==> src/rtl/kb_pkg.sv <==
// kb_pkg: shared constants for the keyboard line-assembly path.
//   KEY_*     : scan codes with special meaning, also used by the keyboard front end.
//   ST_*      : state encoding for the kb_line_buf sequencer.
package kb_pkg;

    localparam logic [7:0] KEY_BKSP  = 8'h66;
    localparam logic [7:0] KEY_ENTER = 8'h5A;
    localparam logic [7:0] KEY_CAPS  = 8'h58;

    localparam logic [1:0] ST_POP    = 2'd0;
    localparam logic [1:0] ST_DECODE = 2'd1;
    localparam logic [1:0] ST_COMMIT = 2'd2;

endpackage

==> src/rtl/kb_code2ascii.sv <==
// kb_code2ascii: combinational scan-code to ASCII translation.
//   code      in  8  scan code
//   caps      in  1  caps-lock state (affects letters only)
//   ascii     out 8  translated character (0x00 when not printable)
//   printable out 1  code maps to a character that goes into the line
module kb_code2ascii (
    input  logic [7:0] code,
    input  logic       caps,
    output logic [7:0] ascii,
    output logic       printable
);

    logic [7:0] lower;
    logic       is_letter;

    always_comb begin
        lower     = 8'h00;
        is_letter = 1'b1;
        case (code)
            8'h1C: lower = 8'h61;
            8'h32: lower = 8'h62;
            8'h21: lower = 8'h63;
            8'h23: lower = 8'h64;
            8'h24: lower = 8'h65;
            8'h2B: lower = 8'h66;
            8'h34: lower = 8'h67;
            8'h33: lower = 8'h68;
            8'h43: lower = 8'h69;
            8'h3B: lower = 8'h6A;
            8'h42: lower = 8'h6B;
            8'h4B: lower = 8'h6C;
            8'h3A: lower = 8'h6D;
            8'h31: lower = 8'h6E;
            8'h44: lower = 8'h6F;
            8'h4D: lower = 8'h70;
            8'h15: lower = 8'h71;
            8'h2D: lower = 8'h72;
            8'h1B: lower = 8'h73;
            8'h2C: lower = 8'h74;
            8'h3C: lower = 8'h75;
            8'h2A: lower = 8'h76;
            8'h1D: lower = 8'h77;
            8'h22: lower = 8'h78;
            8'h35: lower = 8'h79;
            8'h1A: lower = 8'h7A;
            default: is_letter = 1'b0;
        endcase
    end

    always_comb begin
        ascii     = 8'h00;
        printable = 1'b1;
        if (is_letter) begin
            // Upper case sits exactly 0x20 below lower case.
            ascii = caps ? (lower - 8'h20) : lower;
        end else begin
            case (code)
                8'h45: ascii = 8'h30;
                8'h16: ascii = 8'h31;
                8'h1E: ascii = 8'h32;
                8'h26: ascii = 8'h33;
                8'h25: ascii = 8'h34;
                8'h2E: ascii = 8'h35;
                8'h36: ascii = 8'h36;
                8'h3D: ascii = 8'h37;
                8'h3E: ascii = 8'h38;
                8'h46: ascii = 8'h39;
                8'h29: ascii = 8'h20;
                default: printable = 1'b0;
            endcase
        end
    end

endmodule

==> src/rtl/kb_line_buf.sv <==
// kb_line_buf: pops scan codes from the keyboard FIFO, builds a text line
// with backspace / caps-lock handling and hands it over on Enter.
//   clk, reset    : system clock, synchronous active-high reset
//   kb_buf_empty  : keyboard FIFO empty flag
//   key_code      : keyboard FIFO head (show-ahead)
//   rd_key_code   : one-cycle pop strobe to the keyboard FIFO
//   line_ready    : committed line held, waiting for line_ack
//   line_len      : characters currently in the line, 0..DEPTH
//   rd_addr/rd_data : random-access readout, one-cycle latency
//   line_ack      : consumer releases the committed line
//   caps          : caps-lock state
//   overflow      : sticky, a printable key was dropped on a full line
module kb_line_buf
    import kb_pkg::*;
#(
    parameter int LINE_W = 4
) (
    input  logic              clk,
    input  logic              reset,
    input  logic              kb_buf_empty,
    input  logic [7:0]        key_code,
    output logic              rd_key_code,
    output logic              line_ready,
    output logic [LINE_W:0]   line_len,
    input  logic [LINE_W-1:0] rd_addr,
    output logic [7:0]        rd_data,
    input  logic              line_ack,
    output logic              caps,
    output logic              overflow
);

    localparam int DEPTH = 2**LINE_W;
    localparam logic [LINE_W:0] FULL_LEN = (LINE_W+1)'(DEPTH);

    logic [1:0]        state_q, state_d;
    logic [7:0]        code_q, code_d;
    logic [LINE_W:0]   line_len_q, line_len_d;
    logic              caps_q, caps_d;
    logic              overflow_q, overflow_d;
    logic [7:0]        rd_data_q, rd_data_d;

    logic [7:0]        line_mem [DEPTH];
    logic              wr_en;
    logic [7:0]        ascii;
    logic              printable;

    kb_code2ascii u_code2ascii (
        .code      (code_q),
        .caps      (caps_q),
        .ascii     (ascii),
        .printable (printable)
    );

    always_comb begin
        state_d    = state_q;
        code_d     = code_q;
        line_len_d = line_len_q;
        caps_d     = caps_q;
        overflow_d = overflow_q;
        wr_en      = 1'b0;
        case (state_q)
            ST_POP: begin
                if (!kb_buf_empty) begin
                    code_d  = key_code;
                    state_d = ST_DECODE;
                end
            end
            ST_DECODE: begin
                state_d = ST_POP;
                if (code_q == KEY_BKSP) begin
                    if (line_len_q != '0) line_len_d = line_len_q - 1'b1;
                end else if (code_q == KEY_ENTER) begin
                    state_d = ST_COMMIT;
                end else if (code_q == KEY_CAPS) begin
                    caps_d = ~caps_q;
                end else if (printable) begin
                    if (line_len_q < FULL_LEN) begin
                        wr_en      = 1'b1;
                        line_len_d = line_len_q + 1'b1;
                    end else begin
                        overflow_d = 1'b1;
                    end
                end
            end
            ST_COMMIT: begin
                if (line_ack) begin
                    line_len_d = '0;
                    overflow_d = 1'b0;
                    state_d    = ST_POP;
                end
            end
            default: state_d = ST_POP;
        endcase
    end

    // Read-before-write: a same-cycle write to rd_addr is seen one cycle later.
    always_comb rd_data_d = line_mem[rd_addr];

    always_ff @(posedge clk) begin
        if (reset) begin
            state_q    <= ST_POP;
            code_q     <= 8'h00;
            line_len_q <= '0;
            caps_q     <= 1'b0;
            overflow_q <= 1'b0;
            rd_data_q  <= 8'h00;
        end else begin
            state_q    <= state_d;
            code_q     <= code_d;
            line_len_q <= line_len_d;
            caps_q     <= caps_d;
            overflow_q <= overflow_d;
            rd_data_q  <= rd_data_d;
        end
    end

    // Storage has no reset so it maps onto distributed RAM.
    always_ff @(posedge clk) begin
        if (wr_en && !reset) line_mem[line_len_q[LINE_W-1:0]] <= ascii;
    end

    // Pop is suppressed while reset is held so the FIFO never loses a code
    // that this block is about to abandon.
    assign rd_key_code = (state_q == ST_POP) && !kb_buf_empty && !reset;
    assign line_ready  = (state_q == ST_COMMIT);
    assign line_len    = line_len_q;
    assign rd_data     = rd_data_q;
    assign caps        = caps_q;
    assign overflow    = overflow_q;

endmodule

==> config.mk <==
export PLATFORM = sky130hd
export DESIGN_NAME = kb_line_buf
export DESIGN_NICKNAME = d
export VERILOG_FILES = /design/src/rtl/kb_pkg.sv /design/src/rtl/kb_code2ascii.sv /design/src/rtl/kb_line_buf.sv
export SDC_FILE = /design/constraint.sdc
export NUM_CORES = 1
export LEC_CHECK = 0
export ABC_AREA = 1
export CAP_MARGIN = 25
export CORE_MARGIN = 8
export CORE_UTILIZATION = 56
export CTS_BUF_LIST = sky130_fd_sc_hd__clkbuf_2
export DETAILED_ROUTE_END_ITERATION = 7
export GPL_TIMING_DRIVEN = 1
export PLACE_DENSITY = 0.75
export SYNTH_ARGS = -nofsm -noshare
export SYNTH_HDL_FRONTEND = slang
export SYNTH_SLANG_ARGS = --single-unit
==> constraint.sdc <==
create_clock -name clk -period 2.4 [get_ports clk]
set_input_delay 0.48 -clock clk [delete_from_list [all_inputs] [get_ports clk]]
set_output_delay 0.48 -clock clk [all_outputs]
set_load 0.02 [all_outputs]
==> summary.md, run 1 <==
| Metric | Value |
|---|---|
| Register area share after synthesis | approximately 64% |
| Worst Tran Pin Value | 0.559 ns |
| Finished Cell Area | between 7000 and 8000 um2 |
| Setup WS pre-CTS | -0.185 ns |
| TritonRoute pass-1 iters | 6 |
| Number of global-route vias before repair | around 5,200 |
| Starting Density | 56.8% |
| Share of layout cells above drive strength 1 | 18.9% |
| Placer congestion estimate | 0.936 |
| Startpoint Class | flip-flop |
| Worst Skew | 0.0298 ns |
| Fmax | between 400 and 500 MHz |
| Ant. Diodes | 0 |
| Post-Route WL | 17,000 um |
| Largest stage delay on the critical path | 0.64 ns |
| Clock-pin slew on the worst setup and hold paths | 0.21 ns |
| Worst Setup Path Type | reg -> out |
| Clk_lat worst skew | 0.73 ns |
| Via density | 6.03 |
| First-pass GRT wire length | 27,100 um |
| Peak supply drop | 375 uV |
| Reg-to-Reg Start | code_q[7] |
| Synth Cell Area | 6740 um2 |
| Die X | 126 um |
| Area delta synth->final | 18.3% |
| Initial antenna violation count | 0 |
| Status | completed |
| Leak pwr | 0.00301 uW |
| Final HPWL DP | ~12,000 um |
| CORE AREA | about 12,000 um2 |
| Initial DRC Count | roughly 810 |
| Buf+Inv Stages, Crit Path | 1 |
| Slew margin rel. | 62.8% |
| Longest Clk Path Bufs | 2 |
| Syn. warnings | 0 |
| Hold Crit Class | in -> reg |
| Rows | 40 |
| Die Height | approximately 130 um |
| Syn Nets | 669 |
| Tcrit/Tclk final | 95.7% |
| Critical Path AT | 1.82 ns |
| Max FO, Critical Path | 7 |
| TritonCTS Buffers | 17 |
| Port-buffer cells | 32 |
| Avg Cell Area, Syn | 10.4 um2 |
| RSZ-0062 raised after global routing | yes |
| Critical path's slowest cell | clkdlybuf4s50_1 |
| Die Area | 15,800 um2 |
| Tot Pwr | 5150 uW |
| Unique masters post-synth | 33 |
| Nets@finish | 750 |
| CTS Sinks | ~150 |
| CTS H-tree depth | 4 |
| Power Density | around 650 nW/um2 |
| Wire per inst | 19.2 um |
| GRT Util Overall | 22.2% |
| Final setup margin | 0.103 ns |
| Antenna Violating Nets Remaining | 0 |
| Boundary Pins | 33 |
| Worst setup startpoint | line_len[0] |
| GRT overflow | 0 |
| CP top delay family | buffers and inverters |
| # fillers | just under 900 |
| MaxCap Viol Count | 0 |
| Worst EP required | 1.92 ns |
| Final setup fails | 0 |
| Total number of vias | 5,347 |
| Crit. End Element | primary output |
| Min-delay src | key_code[1] |
| Placed Area | 7530 um2 |
| Post-Syn Instances | approximately 650 |
| Root Buffer | clkbuf_2 |
| Max Slew Vio Count | 0 |
| TritonCTS clock tree | done |
| CP cell instances | clkdlybuf4s50_1 |
| Yosys reg bits | 153 |
| Residual DRC | 0 |
| Pin count of the biggest net entering global routing | 65 |
| Min Tclk post-route | 2.30 ns |
| Hold Buf Count CTS | 0 |
| Final hold violation count | 0 |
==> flip-flops by register name (all words and copies together) (netlist names) <==
register	count
caps	1
state_q	2
code_q	8
line_len	5
line_mem	128
rd_data	8
overflow	1
==> power breakdown <==
part | switching (uW) | total, uW | internal [uW]
sequential | 34.4 | 2940 | 2910
clock | 875 | 1660 | 790
combinational | 351 | 543 | 192
==> Yosys cell counts <==
cell type  number  area share, %
nor2_4          1           0.17
nor3_1          4           0.30
ha_1            6            1.1
nor2_2          2           0.19
o22ai_1        13            1.2
buf_1           1          0.056
nand2_1        79            4.4
or2_2           2           0.19
a31oi_1         2           0.19
nand2_2         1          0.093
fa_1            1           0.30
nand3_1        24            1.8
clkbuf_1       24            1.3
a21o_1          2           0.22
nand3_2         3           0.45
edfxtp_1      128             57
buf_6           1           0.17
nor2_1        129            7.2
a21oi_1        32            2.4
nor4_1          1          0.093
inv_2           2           0.11
a211oi_1        2           0.22
o221ai_1       19            2.5
buf_4           1           0.11
o211ai_1       13            1.4
o21ai_0        83            6.2
or4_1           1           0.11
nand4_4         1           0.32
dfxtp_1        25            7.4
nand4_1         6           0.56
a2111oi_0       1           0.13
and2_2          1           0.11
inv_1          35            2.0
==> cells in the final DEF, fill, tap and decap left out, types with 6 or more instances in the layout <==
cell type	instances
a21oi_1	32
buf_4	53
clkbuf_2	20
clkdlybuf4s50_1	26
dfxtp_1	14
dfxtp_2	8
edfxtp_1	128
ha_1	6
inv_1	29
inv_2	8
nand2_1	73
nand2_2	7
nand3_1	23
nand4_1	6
nor2_1	117
nor2_2	11
o211ai_1	13
o21ai_0	83
o221ai_1	19
o22ai_1	13
==> routing by layer <==
layer  GRT usage (%)  up-vias  wire length, um
li1                -     2487                -
met1            27.9     2494             6870
met2            35.3      300             7970
met3            5.23       66             1470
met4            11.2        0              718
met5               0        -                0
==> final timing paths <==
path | to | slack (ns) | depth (start not counted)
worst max-delay path | line_len[0] | 0.10 | 1
worst min-delay path | code_q[1] | 0.34 | 3
worst max register to register | line_mem[15][7] | 0.13 | 15
worst min register to register | overflow | 0.47 | 2
==> stage by stage <==
step	std cells	setup TNS (ns)	hold slack, ns	util (%)
2_1_floorplan	646	0	0.456	-
3_3_place_gp	849	-6.11	0.438	63.5
3_5_place_dp	849	-16.12	0.447	63.5
4_1_cts	881	0	0.280	66.1
5_1_grt	887	-0.462	0.290	67.2
6_report	887	0	0.336	67.2
==> what timing repair did <==
| action | CTS | global route |
|---|---|---|
| resized for setup | 13 | 39 |
| endpoints found under the hold margin | 0 | 0 |
| pin swaps | 0 | 4 |
| setup buffers | 0 | 5 |
| setup endpoints to repair | 168 | 184 |
| gates cloned | 0 | 1 |
==> layout make-up <==
class	instances	area, um2	area share, %
clock buffer	19	95.1	1.19
clock inverter	13	203	2.54
inverter	37	139	1.74
multi-input combinational	430	2220	27.9
sequential	153	4370	54.8
tap	147	184	2.31
timing repair buffer	88	762	9.56
==> cell families (layout without fill, tap and decap cells) <==
logic type,Yosys count,after routing,synth area share (%)
simple gates,255,256,15.9
compound gates,167,167,14.4
flops,153,153,64.5
buf+inv,64,157,3.73
fa+ha+maj,7,7,1.41
Note: power is estimated with default switching activity, not from simulation.
==> run 2: changes to the inputs <==
- GPL_TIMING_DRIVEN: 1 -> default
- RECOVER_POWER: default -> 50
- SLEW_MARGIN: default -> 10
==> run 2 against run 1 <==
Cell count did not move. Global-route usage did not move. Critical path depth did not move. Sequential share of layout area rose by 0.053 points. Clock skew rose by 0.0026 ns. Final area fell by 0.13%. Flip-flop and latch count did not move. Largest cell class unchanged.
==> summary.md, run 2 (synthesis results as in run 1) <==
| Metric | Value |
|---|---|
| GRT overflow | 0 (unchanged) |
| Fmax | 435 MHz (about the same) |
| Total number of vias | 5,330 (-0.32%) |
| GRT Util Overall | 22.2% (unchanged) |
| Most frequent cells in the layout | edfxtp_1, nor2_1, o21ai_0, nand2_1, buf_4 |
| Via density | 6.01 (-0.32%) |
| Ant. Diodes | 0 (unchanged) |
| Min-delay src | key_code[1] |
| Final setup fails | 0 (unchanged) |
| Boundary Pins | 33 (unchanged) |
| Number of global-route vias before repair | 5,194 (unchanged) |
| Final HPWL DP | 11,700 um (unchanged) |
| Share of layout cells above drive strength 1 | 18.6% (-0.27 points) |
| Worst Tran Pin Value | 0.552 ns (-0.00650 ns) |
| Initial DRC Count | 684 (-15%) |
| Worst Skew | 0.0324 ns (+0.00263 ns) |
| TritonCTS Buffers | 17 (unchanged) |
| Buf+Inv Stages, Crit Path | 1 (unchanged) |
| CTS Sinks | 153 (unchanged) |
| First-pass GRT wire length | 27,100 um (unchanged) |
| Commonest non-fill, non-tap cell in the layout | edfxtp_1 |
| Pin count of the biggest net entering global routing | 65 (unchanged) |
| Die Height | 126 um (unchanged) |
| Wire per inst | 19.3 um (+0.52%) |
| Area delta synth->final | 18.2% |
| Worst EP required | 1.92 ns (about the same) |
| WHS Endpoint | code_q[1] |
| Rows | 40 (unchanged) |
| Post-Route WL | 17,100 um (+0.52%) |
| Antenna Violating Nets Remaining | 0 (unchanged) |
| Die X | 126 um (unchanged) |
| Slew margin rel. | 63.2% (+0.43 points) |
| Placer congestion estimate | 0.936 (unchanged) |
| Power Density | 647 nW/um2 (+0.11%) |
| Leak pwr | 0.00301 uW (-0.17%) |
| Startpoint Class | flip-flop |
| # fillers | 888 (+0.34%) |
| Critical Path AT | 1.82 ns (about the same) |
| Clk_lat worst skew | 0.74 ns (about the same) |
| TritonRoute pass-1 iters | 6 (unchanged) |
| Worst R2R Path Depth | 14 (-1) |
| Min Tclk post-route | 2.30 ns (+0.00105 ns) |
| Crit. End Element | primary output |
| Worst reg2reg endpoint | line_mem[5][7] |
| CORE AREA | 11,900 um2 (unchanged) |
| Max Slew Vio Count | 0 (unchanged) |
| Hold Crit Class | in -> reg |
| Root Buffer | clkbuf_2 |
| TritonCTS clock tree | done |
| Port-buffer cells | 32 (unchanged) |
| Critical path's slowest cell | clkdlybuf4s50_1 |
| CP top delay family | buffers and inverters |
| Worst Setup Path Type | reg -> out |
| Hold WS | 0.336 ns (+0.000909 ns) |
| Residual DRC | 0 (unchanged) |
| Final hold violation count | 0 (unchanged) |
| Nets@finish | 750 (unchanged) |
| Hold Buf Count CTS | 0 (unchanged) |
| Reg-to-Reg Start | code_q[7] |
| Final setup margin | 0.102 ns (-0.00105 ns) |
| Peak supply drop | 371 uV (-1.0%) |
| Setup WS pre-CTS | -0.185 ns (unchanged) |
| Max FFs per register | 128 (unchanged) |
| Status | completed |
| Longest Clk Path Bufs | 2 (unchanged) |
| Die Area | 15,800 um2 (unchanged) |
| WHS Path Cells | 3 (unchanged) |
| MaxCap Viol Count | 0 (unchanged) |
| CP cell instances | clkdlybuf4s50_1 |
| Tcrit/Tclk final | 95.8% (about the same) |
| Starting Density | 56.8% (unchanged) |
| CTS H-tree depth | 4 (unchanged) |
| Flop2flop setup slack | 0.15 ns (+0.02 ns) |
| Clock-pin slew on the worst setup and hold paths | 0.21 ns (about the same) |
| Initial antenna violation count | 0 (unchanged) |
| Core Util, Final | 67.1% (-0.084 points) |
| Max FO, Critical Path | 7 (unchanged) |
| RSZ-0062 raised after global routing | yes |
| Largest stage delay on the critical path | 0.64 ns (about the same) |
[run 2: repair_timing]
action / CTS / global route
pin swaps: 0 / 4
endpoints found under the setup margin: 168 / 184
resized for setup: 13 / 39
cloned: 0 / 1
buffers inserted: 0 / 5
[run 2: report_power, final]
part	leakage (uW)	switching (uW)	internal, uW
sequential	0.00137	34.4	2910
clock	0.000164	876	790
combinational	0.00147	352	189
[run 2: metal layers]
| layer | routed length, um | vias up | track usage, % |
|---|---|---|---|
| met5 | 0 | - | 0 |
| met2 | 8020 | 301 | 35.3 |
| met4 | 646 | 0 | 11.2 |
| met1 | 6890 | 2482 | 27.9 |
| li1 | - | 2486 | - |
| met3 | 1560 | 61 | 5.23 |
[run 2: layout make-up]
| class | instances | area (um2) | share of cell area [%] |
|---|---|---|---|
| flip-flops and latches | 153 | 4360 | 54.8 |
| multi-input cells | 430 | 2220 | 27.9 |
| repair buffers | 88 | 753 | 9.46 |
| clock inverters | 13 | 203 | 2.55 |
| well taps | 147 | 184 | 2.31 |
| inverters | 37 | 139 | 1.74 |
| clock buffers | 19 | 95.1 | 1.19 |
[run 2: worst max-delay path by stage]
| stage | from | to | slack (ns) | cells past startpoint |
|---|---|---|---|---|
| floorplan | code_q[7] | line_mem[12][0] | 0.16 | 13 |
| global placement | code_q[4] | line_mem[7][6] | -0.09 | 14 |
| detailed placement | code_q[4] | line_mem[15][0] | -0.19 | 14 |
| CTS | line_len[2] | line_len[2] | 0.006 | 1 |
| global route | code_q[7] | line_mem[15][7] | -0.04 | 14 |
| finish | line_len[0] | line_len[0] | 0.10 | 1 |
[run 2: metrics by stage]
| step | setup TNS, ns | cells | cell area, um2 | power, uW |
|---|---|---|---|---|
| floorplan | 0 | 646 | 6740 | 3290 |
| global placement | -6.11 | 849 | 7530 | 3500 |
| detailed placement | -16.12 | 849 | 7530 | 3510 |
| CTS | 0 | 881 | 7850 | 5140 |
| global route | -0.837 | 887 | 7960 | 5330 |
| finish | 0 | 887 | 7960 | 5150 |
